--- config.mk ---
export PLATFORM = sky130hd
export DESIGN_NAME = rst_sequencer
export DESIGN_NICKNAME = d
export VERILOG_FILES = /design/src/rtl/rst_sequencer.sv
export SDC_FILE = /design/constraint.sdc
export NUM_CORES = 1
export LEC_CHECK = 0
export ABC_AREA = 1
export CELL_PAD_IN_SITES_DETAIL_PLACEMENT = 1
export CELL_PAD_IN_SITES_GLOBAL_PLACEMENT = 2
export CORE_ASPECT_RATIO = 0.5
export CORE_UTILIZATION = 33
export CTS_CLUSTER_SIZE = 20
export DETAILED_ROUTE_END_ITERATION = 6
export PLACE_DENSITY = 0.81
export SKIP_LAST_GASP = 1
export SLEW_MARGIN = 20
export SYNTH_ARGS = -nofsm -noshare
export SYNTH_HDL_FRONTEND = slang
export SYNTH_SLANG_ARGS = --single-unit
--- constraint.sdc ---
create_clock -name clk -period 1.6 [get_ports clk]
set_input_delay 0.32 -clock clk [delete_from_list [all_inputs] [get_ports clk]]
set_output_delay 0.32 -clock clk [all_outputs]
set_load 0.01 [all_outputs]
--- src/rtl/rst_sequencer.sv ---
// Reset sequencer: async assert, sync release of NUM_OUTS domain resets
// in fixed order, with software restart and last-cause reporting.
module rst_sequencer #(
   parameter int SYNC_STAGES = 2,
   parameter int NUM_OUTS    = 4,
   parameter int HOLD_CYCLES = 16,
   parameter int GAP_CYCLES  = 4
) (
   input  logic                clk,
   input  logic                arstn,
   input  logic                sw_rst_req,
   output logic [NUM_OUTS-1:0] rst_n_out,
   output logic                ready,
   output logic [1:0]          rst_cause
);

   localparam int CMAX = (HOLD_CYCLES > GAP_CYCLES) ?
                         HOLD_CYCLES - 1 : GAP_CYCLES - 1;
   localparam int CW   = (CMAX > 0) ? $clog2(CMAX + 1) : 1;
   localparam int IW   = $clog2(NUM_OUTS + 1);

   localparam logic [CW-1:0] HOLD_LAST = CW'(HOLD_CYCLES - 1);
   localparam logic [CW-1:0] GAP_LAST  = CW'(GAP_CYCLES - 1);
   localparam logic [IW-1:0] IDX_LAST  = IW'(NUM_OUTS - 1);
   localparam logic [NUM_OUTS-1:0] ONE = NUM_OUTS'(1);

   typedef enum logic [1:0] {
      S_RESET,
      S_HOLD,
      S_RELEASE,
      S_RUN
   } state_t;

   state_t                 state;
   logic [SYNC_STAGES-1:0] sync;
   logic [CW-1:0]          cnt;
   logic [IW-1:0]          idx;

   always_ff @(posedge clk or negedge arstn) begin
      if (!arstn) begin
         sync      <= '0;
         state     <= S_RESET;
         cnt       <= '0;
         idx       <= '0;
         rst_n_out <= '0;
         ready     <= 1'b0;
         rst_cause <= 2'b01;
      end else begin
         sync <= {sync[SYNC_STAGES-2:0], 1'b1};
         unique case (state)
            S_RESET: begin
               if (sync[SYNC_STAGES-1]) begin
                  state <= S_HOLD;
                  cnt   <= '0;
               end
            end
            S_HOLD: begin
               if (cnt == HOLD_LAST) begin
                  rst_n_out <= rst_n_out | ONE;
                  cnt       <= '0;
                  idx       <= IW'(1);
                  if (NUM_OUTS == 1) begin
                     state <= S_RUN;
                     ready <= 1'b1;
                  end else begin
                     state <= S_RELEASE;
                  end
               end else begin
                  cnt <= cnt + CW'(1);
               end
            end
            S_RELEASE: begin
               if (cnt == GAP_LAST) begin
                  // shift form avoids an out-of-range bit select
                  rst_n_out <= rst_n_out | (ONE << idx);
                  cnt       <= '0;
                  idx       <= idx + IW'(1);
                  if (idx == IDX_LAST) begin
                     state <= S_RUN;
                     ready <= 1'b1;
                  end
               end else begin
                  cnt <= cnt + CW'(1);
               end
            end
            S_RUN: begin
               if (sw_rst_req) begin
                  rst_n_out <= '0;
                  ready     <= 1'b0;
                  rst_cause <= 2'b10;
                  state     <= S_HOLD;
                  cnt       <= '0;
                  idx       <= '0;
               end
            end
            default: state <= S_RESET;
         endcase
      end
   end

endmodule

==> results of run 1 <==
==> final cells by class <==
cell class | instances | area, µm² | share of cell area
Multi-Input combinational cell | 92 | 539.3 | 0.4144
Tap cell | 40 | 50.05 | 0.03846
Sequential cell | 18 | 451.7 | 0.3471
Timing Repair Buffer | 14 | 126.4 | 0.09712
Clock buffer | 4 | 55.05 | 0.04231
Inverter | 21 | 78.83 | 0.06058
==> repair_timing <==
| action | CTS | global route |
|---|---|---|
| gates resized for setup | 1 | 2 |
| endpoints found under the setup margin | 1 | 10 |
| hold buffers | 0 | 0 |
==> stage by stage <==
step                      hold slack, ns  setup TNS [ns]  instances
final                             0.3557               0        189
after global routing              0.3677        -0.03726        189
after CTS                         0.3614               0        189
after detailed placement          0.3442               0        185
after global placement            0.3318               0        185
after floorplan                  0.02441               0        131
==> cell families (layout without fill, tap and decap cells) <==
logic type      Yosys count  after routing
flops                    18             18
compound gates           17             17
other cells               1              1
fa+ha+maj                11             11
xor+xnor                  1              1
simple gates             62             62
buf+inv                  21             39
==> layout by cell type, fill, tap and decap left out, types with 2 or more instances in the layout <==
cell	instances
o21ai_1	3
a21oi_1	4
nand2_2	5
nor2_2	5
ha_2	2
nor2_1	8
dfrtp_1	17
buf_4	5
nand3_2	2
nand2_1	32
clkdlybuf4s50_1	8
nand3_1	8
clkbuf_8	4
o21ai_0	7
inv_1	20
ha_1	9
==> routing by layer <==
layer	up-vias	wire length, µm	GRT usage	share of wire
li1	439	-	-	-
met1	414	1222	0.2244	0.54
met2	5	960	0.2264	0.42
met3	2	60	0.05217	0.027
met4	0	19	0.06316	0.0084
met5	-	0	0	0
==> path summary, 6_finish.rpt <==
path                               from           end  slack (ns)  cells past startpoint
setup / recovery           rst_n_out[0]  rst_n_out[0]        0.09                      1
hold / removal                  sync[0]       sync[1]        0.36                      0
setup reg to reg               state[0]        idx[2]        0.11                      7
hold reg to reg                 sync[0]       sync[1]        0.36                      0
max in group asynchronous         arstn  rst_cause[0]        0.95                      2
min in group asynchronous         arstn        cnt[0]        0.39                      2
==> flip-flops by register name, indices dropped and copies added, names as in the netlist <==
name,cells
cnt,4
rst_n_out,4
idx,3
rst_cause,2
state,2
sync,2
ready,1
==> power by group through the flow <==
stage	clock network, mW	registers [mW]	logic, mW
after CTS	0.405	0.694	1.31
after global placement	0	0.700	1.29
after floorplan	0	0.702	0.873
after detailed placement	0	0.701	1.30
after global routing	0.414	0.716	1.50
final	0.396	0.697	1.29
==> run_results.csv, run 1 <==
group,metric,value,unit
run_status,status,"complete, no violations",
final_layout,nets,164,
power,peakVddDrop,0.4992,mV
timing,worst_slack,0.09156,ns
flow_run,maxCapViolations,0,
timing,finalCritPeriodShare,0.9428,
power,leakage,0.6501,nW
worst_setup_path,criticalPathCategory,"register to output port",
power,sequentialPowerShare,0.292,
route,wl_per_cell,11.97,µm
power,switching_share,0.4467,
synth,synth.mux.area_fraction,0,
clock_tree,cts_max_level,1,
timing,finalSetupViolCount,0,
floorplanning,die_x,82.33,µm
synth,yosys.area_share.simple,0.2726,
synth,synthDominantCellAreaShare,0.3995,
final_layout,fillers,389,
synth,synth-xor-area-share,0.008226,
clock_tree,cts_tree,"done",
route,vias,860,
clock_tree,clock-sinks,18,
synth,synth_top_cells_by_area,"dfrtp_1 (40%), ha_1 (13%), nand2_1 (11%), inv_1 (7.1%), nand3_1 (3.8%)",
timing,slew_viol_final,0,
worst_setup_path,max_stage_delay,0.55,ns
worst_setup_path,critical_path.top_delay_family,"buffers and inverters",
synth,syn-cell-area,0.001065,mm²
route,wirelength,2263,µm
synth,synth_compound_area_frac,0.08813,
synth,yosys.area.top_type,"dfrtp_1",
final_layout,syn_to_final_growth,22.21,%
timing,hold_viol_final,0,
clock_tree,clock_latency,0.27,ns
worst_setup_path,endpoint_kind,"output port",
synth,ys_warn_count,0,
worst_setup_path,critPathArrivalTime,1.19,ns
route,dr.first_iter.drc_count,47,
floorplanning,initial_core_util,0.3514,
timing,clock-skew-final,0.002505,ns
placed_design,place_area,0.001242,mm²
global_route,grt_pass1_wl,4015,µm
worst_setup_path,cp_num_buf_inv,1,
worst_hold_path,hp-class,"register to register",
power,p_per_area,1832,mW/mm²
global_route,grt_max_degree,19,
worst_setup_path,path_max_fanout,3,
route,drt.antenna.violating_nets,0,
global_route,antenna_found_initial,0,
clock_tree,clock_path_buffers,2,
timing,period_minus_slack,1.508,ns
synth,synth.ff_latch_count,18,
global_route,grt_pass1_vias,842,
power,p_total,2.384,mW
final_layout,antenna_cells,0,
synth,synth_common_cells,"nand2_1 (32), inv_1 (20), dfrtp_1 (17)",
synth,yosysMostFrequentCell,"nand2_1",
floorplanning,rows,14,
synth,synth_top_family_by_area,"simple AND/OR/NAND/NOR gates",
floorplanning,fp.dieH,42.17,µm
timing,max_freq,662.9,MHz
synth,avgSynthCellArea,8.128,µm²
power,clkPwrFrac,0.166,
final_layout,postLayoutCellArea,0.001301,mm²
final_layout,layout-drive-gt1-share,0.1879,
synth,ys_seq_area_frac,0.4242,
floorplanning,dieArea,0.003471,mm²
clock_tree,cts_root_buf,"clkbuf_8",
power,p_int,1.319,mW
placed_design,post-place-ws,0.01164,ns
placed_design,place_congestion,0.7213,
power,switchingPower,1.065,mW
placed_design,dp.final_hpwl,1730,µm
synth,syn_nets,145,
worst_setup_path,critical-path-slowest-cell,"clkdlybuf4s50_1",
floorplanning,io_pins,10,
clock_tree,postCtsSetupRepairBufs,0,
global_route,globalRouteTotalUtil,0.1602,
synth,synth.distinct_cells,21,
synth,yosys.area_share.adder,0.1293,
synth,synth_ff_type,"dfrtp_1",
worst_setup_path,start_kind,"register",
synth,synth_edf_count,0,
route,dr.pass1.iters,4,
placed_design,port_buffers,9,
route,post_drt_via_cell_ratio,4.550,
synth,synth_cells,131,
route,drc,0,
floorplanning,core-area,0.003030,mm²
worst_setup_path,crit_chain,"clkdlybuf4s50_1",
clock_tree,numCtsBuffers,3,
clock_tree,clk_pin_slew,0.07,ns
global_route,grt-ovfl-total,0,
synth,ys_async_sr_fraction,1.000,
worst_setup_path,cp.required,1.28,ns
final_layout,final_util,0.4294,
power,comb_power_share,0.542,
No activity file was read; power rests on OpenSTA's default activity.
==> inputs of run 2 (changes only) <==
--- a/config.mk
+++ b/config.mk
@@ -5,16 +5,17 @@
 export SDC_FILE = /design/constraint.sdc
 export NUM_CORES = 1
 export LEC_CHECK = 0
-export ABC_AREA = 1
 export CELL_PAD_IN_SITES_DETAIL_PLACEMENT = 1
 export CELL_PAD_IN_SITES_GLOBAL_PLACEMENT = 2
 export CORE_ASPECT_RATIO = 0.5
-export CORE_UTILIZATION = 33
+export CORE_UTILIZATION = 35
 export CTS_CLUSTER_SIZE = 20
 export DETAILED_ROUTE_END_ITERATION = 6
+export GPL_ROUTABILITY_DRIVEN = 0
 export PLACE_DENSITY = 0.81
 export SKIP_LAST_GASP = 1
 export SLEW_MARGIN = 20
 export SYNTH_ARGS = -nofsm -noshare
 export SYNTH_HDL_FRONTEND = slang
 export SYNTH_SLANG_ARGS = --single-unit
+export TNS_END_PERCENT = 5
==> run 2 against run 1 <==
The run now ends with setup timing left. Sequential power fell by 3.4%. Routed wire length up 7.8%. First-iteration DRC count is 19% lower. Die area shrank 12%. Synthesized area fell by 6.7%. Non-clock buffer count rose by 22. Highest routed layer unchanged.
==> run_results.csv, run 2 <==
group,metric,value,unit
run_status,status,"complete, but fails checks",
run_status,violations,"setup timing",
synth,yosys.area.top_type,"dfrtp_1",
timing,max_freq,552.6,MHz
synth,syn-cell-area,993.5,µm²
floorplanning,die_x,77.35,µm
clock_tree,clock_latency,0.26,ns
route,vias,832,
timing,finalSetupViolCount,14,
global_route,grt_pass1_vias,872,
global_route,grt_pass1_wl,4008,µm
synth,ys_warn_count,0,
floorplanning,dieArea,0.003069,mm²
floorplanning,fp.dieH,39.68,µm
timing,clock-skew-final,0.001968,ns
final_layout,antenna_cells,0,
global_route,grt-ovfl-total,0,
timing,slew_viol_final,0,
clock_tree,clock_path_buffers,2,
route,drc,0,
synth,synth.ff_latch_count,18,
final_layout,nets,154,
timing,period_minus_slack,1.810,ns
clock_tree,numCtsBuffers,3,
final_layout,final_cells,176,
clock_tree,cts_max_level,1,
final_layout,postLayoutCellArea,0.001391,mm²
synth,ys_async_sr_fraction,1.000,
placed_design,dp.cells,172,
synth,synthDominantCellAreaShare,0.4282,
synth,avgSynthCellArea,9.836,µm²
synth,syn_nets,115,
final_layout,final_cell_mix,"buf_4 (27), dfrtp_1 (17), nand2_1 (12), ha_1 (10)",
route,post_drt_via_cell_ratio,4.727,
placed_design,port_buffers,9,
timing,tns,-1.345,ns
timing,finalCritPeriodShare,1.131,
floorplanning,initial_core_util,0.3770,
synth,synth_top_cells_by_area,"dfrtp_1 (43%), ha_1 (14%), mux2i_1 (5.0%), nand2_1 (4.5%), inv_1 (3.4%)",
worst_setup_path,max_stage_delay,0.39,ns
final_layout,top_regs,"cnt (4), rst_n_out (4), idx (3)",
route,drt.antenna.violating_nets,0,
worst_setup_path,critical-path-slowest-cell,"or3b_4",
synth,synth_edf_count,0,
placed_design,dp.final_hpwl,1839,µm
route,dr.pass1.iters,3,
synth,synth_ff_type,"dfrtp_1",
synth,ys_seq_area_frac,0.4547,
timing,worst_slack,-0.2098,ns
power,leakage,0.6863,nW
synth,synth_cells,101,
final_layout,layout-drive-gt1-share,0.2662,
final_layout,syn_to_final_growth,40.05,%
power,peakVddDrop,0.7126,mV
worst_setup_path,crit_chain,"ha_2, or3b_4, a211o_1, or3_1, o21ai_1",
clock_tree,clk_pin_slew,0.07,ns
route,wl_per_cell,13.86,µm
clock_tree,cts_tree,"done",
worst_setup_path,criticalPathCategory,"register to register",
global_route,grt_max_degree,19,
route,dr.first_iter.drc_count,38,
floorplanning,rows,13,
placed_design,place_area,0.001328,mm²
synth,synth_common_cells,"dfrtp_1 (17), nand2_1 (12), ha_1 (11)",
worst_setup_path,start_kind,"register",
timing,rsz0062_at_grt,"true",
flow_run,maxCapViolations,0,
worst_setup_path,path_max_fanout,3,
clock_tree,clock-sinks,18,
timing,hold_viol_final,0,
power,p_per_area,1810,mW/mm²
final_layout,final_util,0.5280,
worst_setup_path,cp.required,1.79,ns
worst_setup_path,endpoint_kind,"register",
final_layout,final_common_cell,"buf_4",
final_layout,fillers,319,
clock_tree,cts_root_buf,"clkbuf_8",
clock_tree,postCtsSetupRepairBufs,0,
synth,yosysMostFrequentCell,"dfrtp_1",
global_route,antenna_found_initial,0,
worst_hold_path,hp-class,"register to register",
global_route,globalRouteTotalUtil,0.1875,
worst_setup_path,critPathArrivalTime,2.00,ns
synth,synth.distinct_cells,31,
route,wirelength,2439,µm
floorplanning,core-area,0.002635,mm²
floorplanning,io_pins,10,
-- run 2: cell count changes in the layout (fill, tap and decap cells not counted), moves of 3 or more --
cell,before,now
nor2_1,8,5
nand2_1,32,12
buf_4,5,27
o21ai_0,7,3
nand2_2,5,0
mux2i_1,0,5
nand3_1,8,3
inv_1,20,9
nor2_2,5,0
-- run 2: final cells by class --
class	instances	area [µm²]	area share
multi-input cells	72	511.7	0.3678
flip-flops and latches	18	451.7	0.3246
repair buffers	36	292.8	0.2104
clock buffers	4	55.05	0.03957
well taps	37	46.29	0.03327
inverters	9	33.78	0.02428
-- run 2: worst paths after layout --
kind,slack [ns],from,cells after the start,to
worst max-delay path,-0.21,cnt[1],5,rst_n_out[2]
worst min-delay path,0.35,sync[0],0,sync[1]
worst max register to register,-0.21,cnt[1],5,rst_n_out[2]
max in group asynchronous,0.95,arstn,2,rst_cause[0]
min in group asynchronous,0.39,arstn,2,cnt[3]
worst min register to register,0.35,sync[0],0,sync[1]
-- run 2: worst max-delay path, delay by kind of cell, from the launching register on --
| family | cells | cell delay (ns) |
|---|---|---|
| simple gates | 2 | 0.74 |
| fa+ha+maj | 1 | 0.18 |
| flops | 1 | 0.36 |
| compound gates | 2 | 0.45 |
-- run 2: layer usage --
| metal | part of all wire | GRT usage | vias to the layer above | wire length (µm) |
|---|---|---|---|---|
| li1 | - | - | 423 | - |
| met1 | 0.51 | 0.2346 | 396 | 1254 |
| met2 | 0.44 | 0.3053 | 8 | 1083 |
| met3 | 0.026 | 0.05581 | 5 | 64 |
| met4 | 0.015 | 0.08962 | 0 | 36 |
| met5 | 0 | 0 | - | 0 |
-- run 2: stage by stage --
stage / hold slack [ns] / setup slack, ns / total power [mW]
detailed placement: 0.3363 / -0.1847 / 2.127
CTS: 0.3540 / -0.2302 / 2.540
finish: 0.3532 / -0.2098 / 2.518
floorplan: 0.02441 / -0.1115 / 1.429
global route: 0.3773 / -0.2711 / 2.730
global placement: 0.3330 / -0.1568 / 2.080
-- run 2: timing repair --
item                       in CTS  in global routing
setup endpoints to repair      14                 15
hold endpoints to repair        0                  0
hold buffers                    0                  0
resized for setup               0                  2
-- run 2: kinds of logic (layout without fill, tap and decap cells) --
| family | after synthesis | after routing | synth area share |
|---|---|---|---|
| and+or+nand+nor | 36 | 36 | 0.1889 |
| buffers and inverters | 11 | 49 | 0.04156 |
| adders and majority gates | 11 | 11 | 0.1385 |
| muxes | 6 | 6 | 0.06171 |
| DFF | 18 | 18 | 0.4547 |
| AOI/OAI and AO/OA | 18 | 18 | 0.1108 |
| other | 1 | 1 | 0.003775 |
-- run 2: report_power, final --
part / internal (mW) / switching (mW)
clock network: 0.219 / 0.163
registers: 0.589 / 0.0842
logic: 0.749 / 0.714
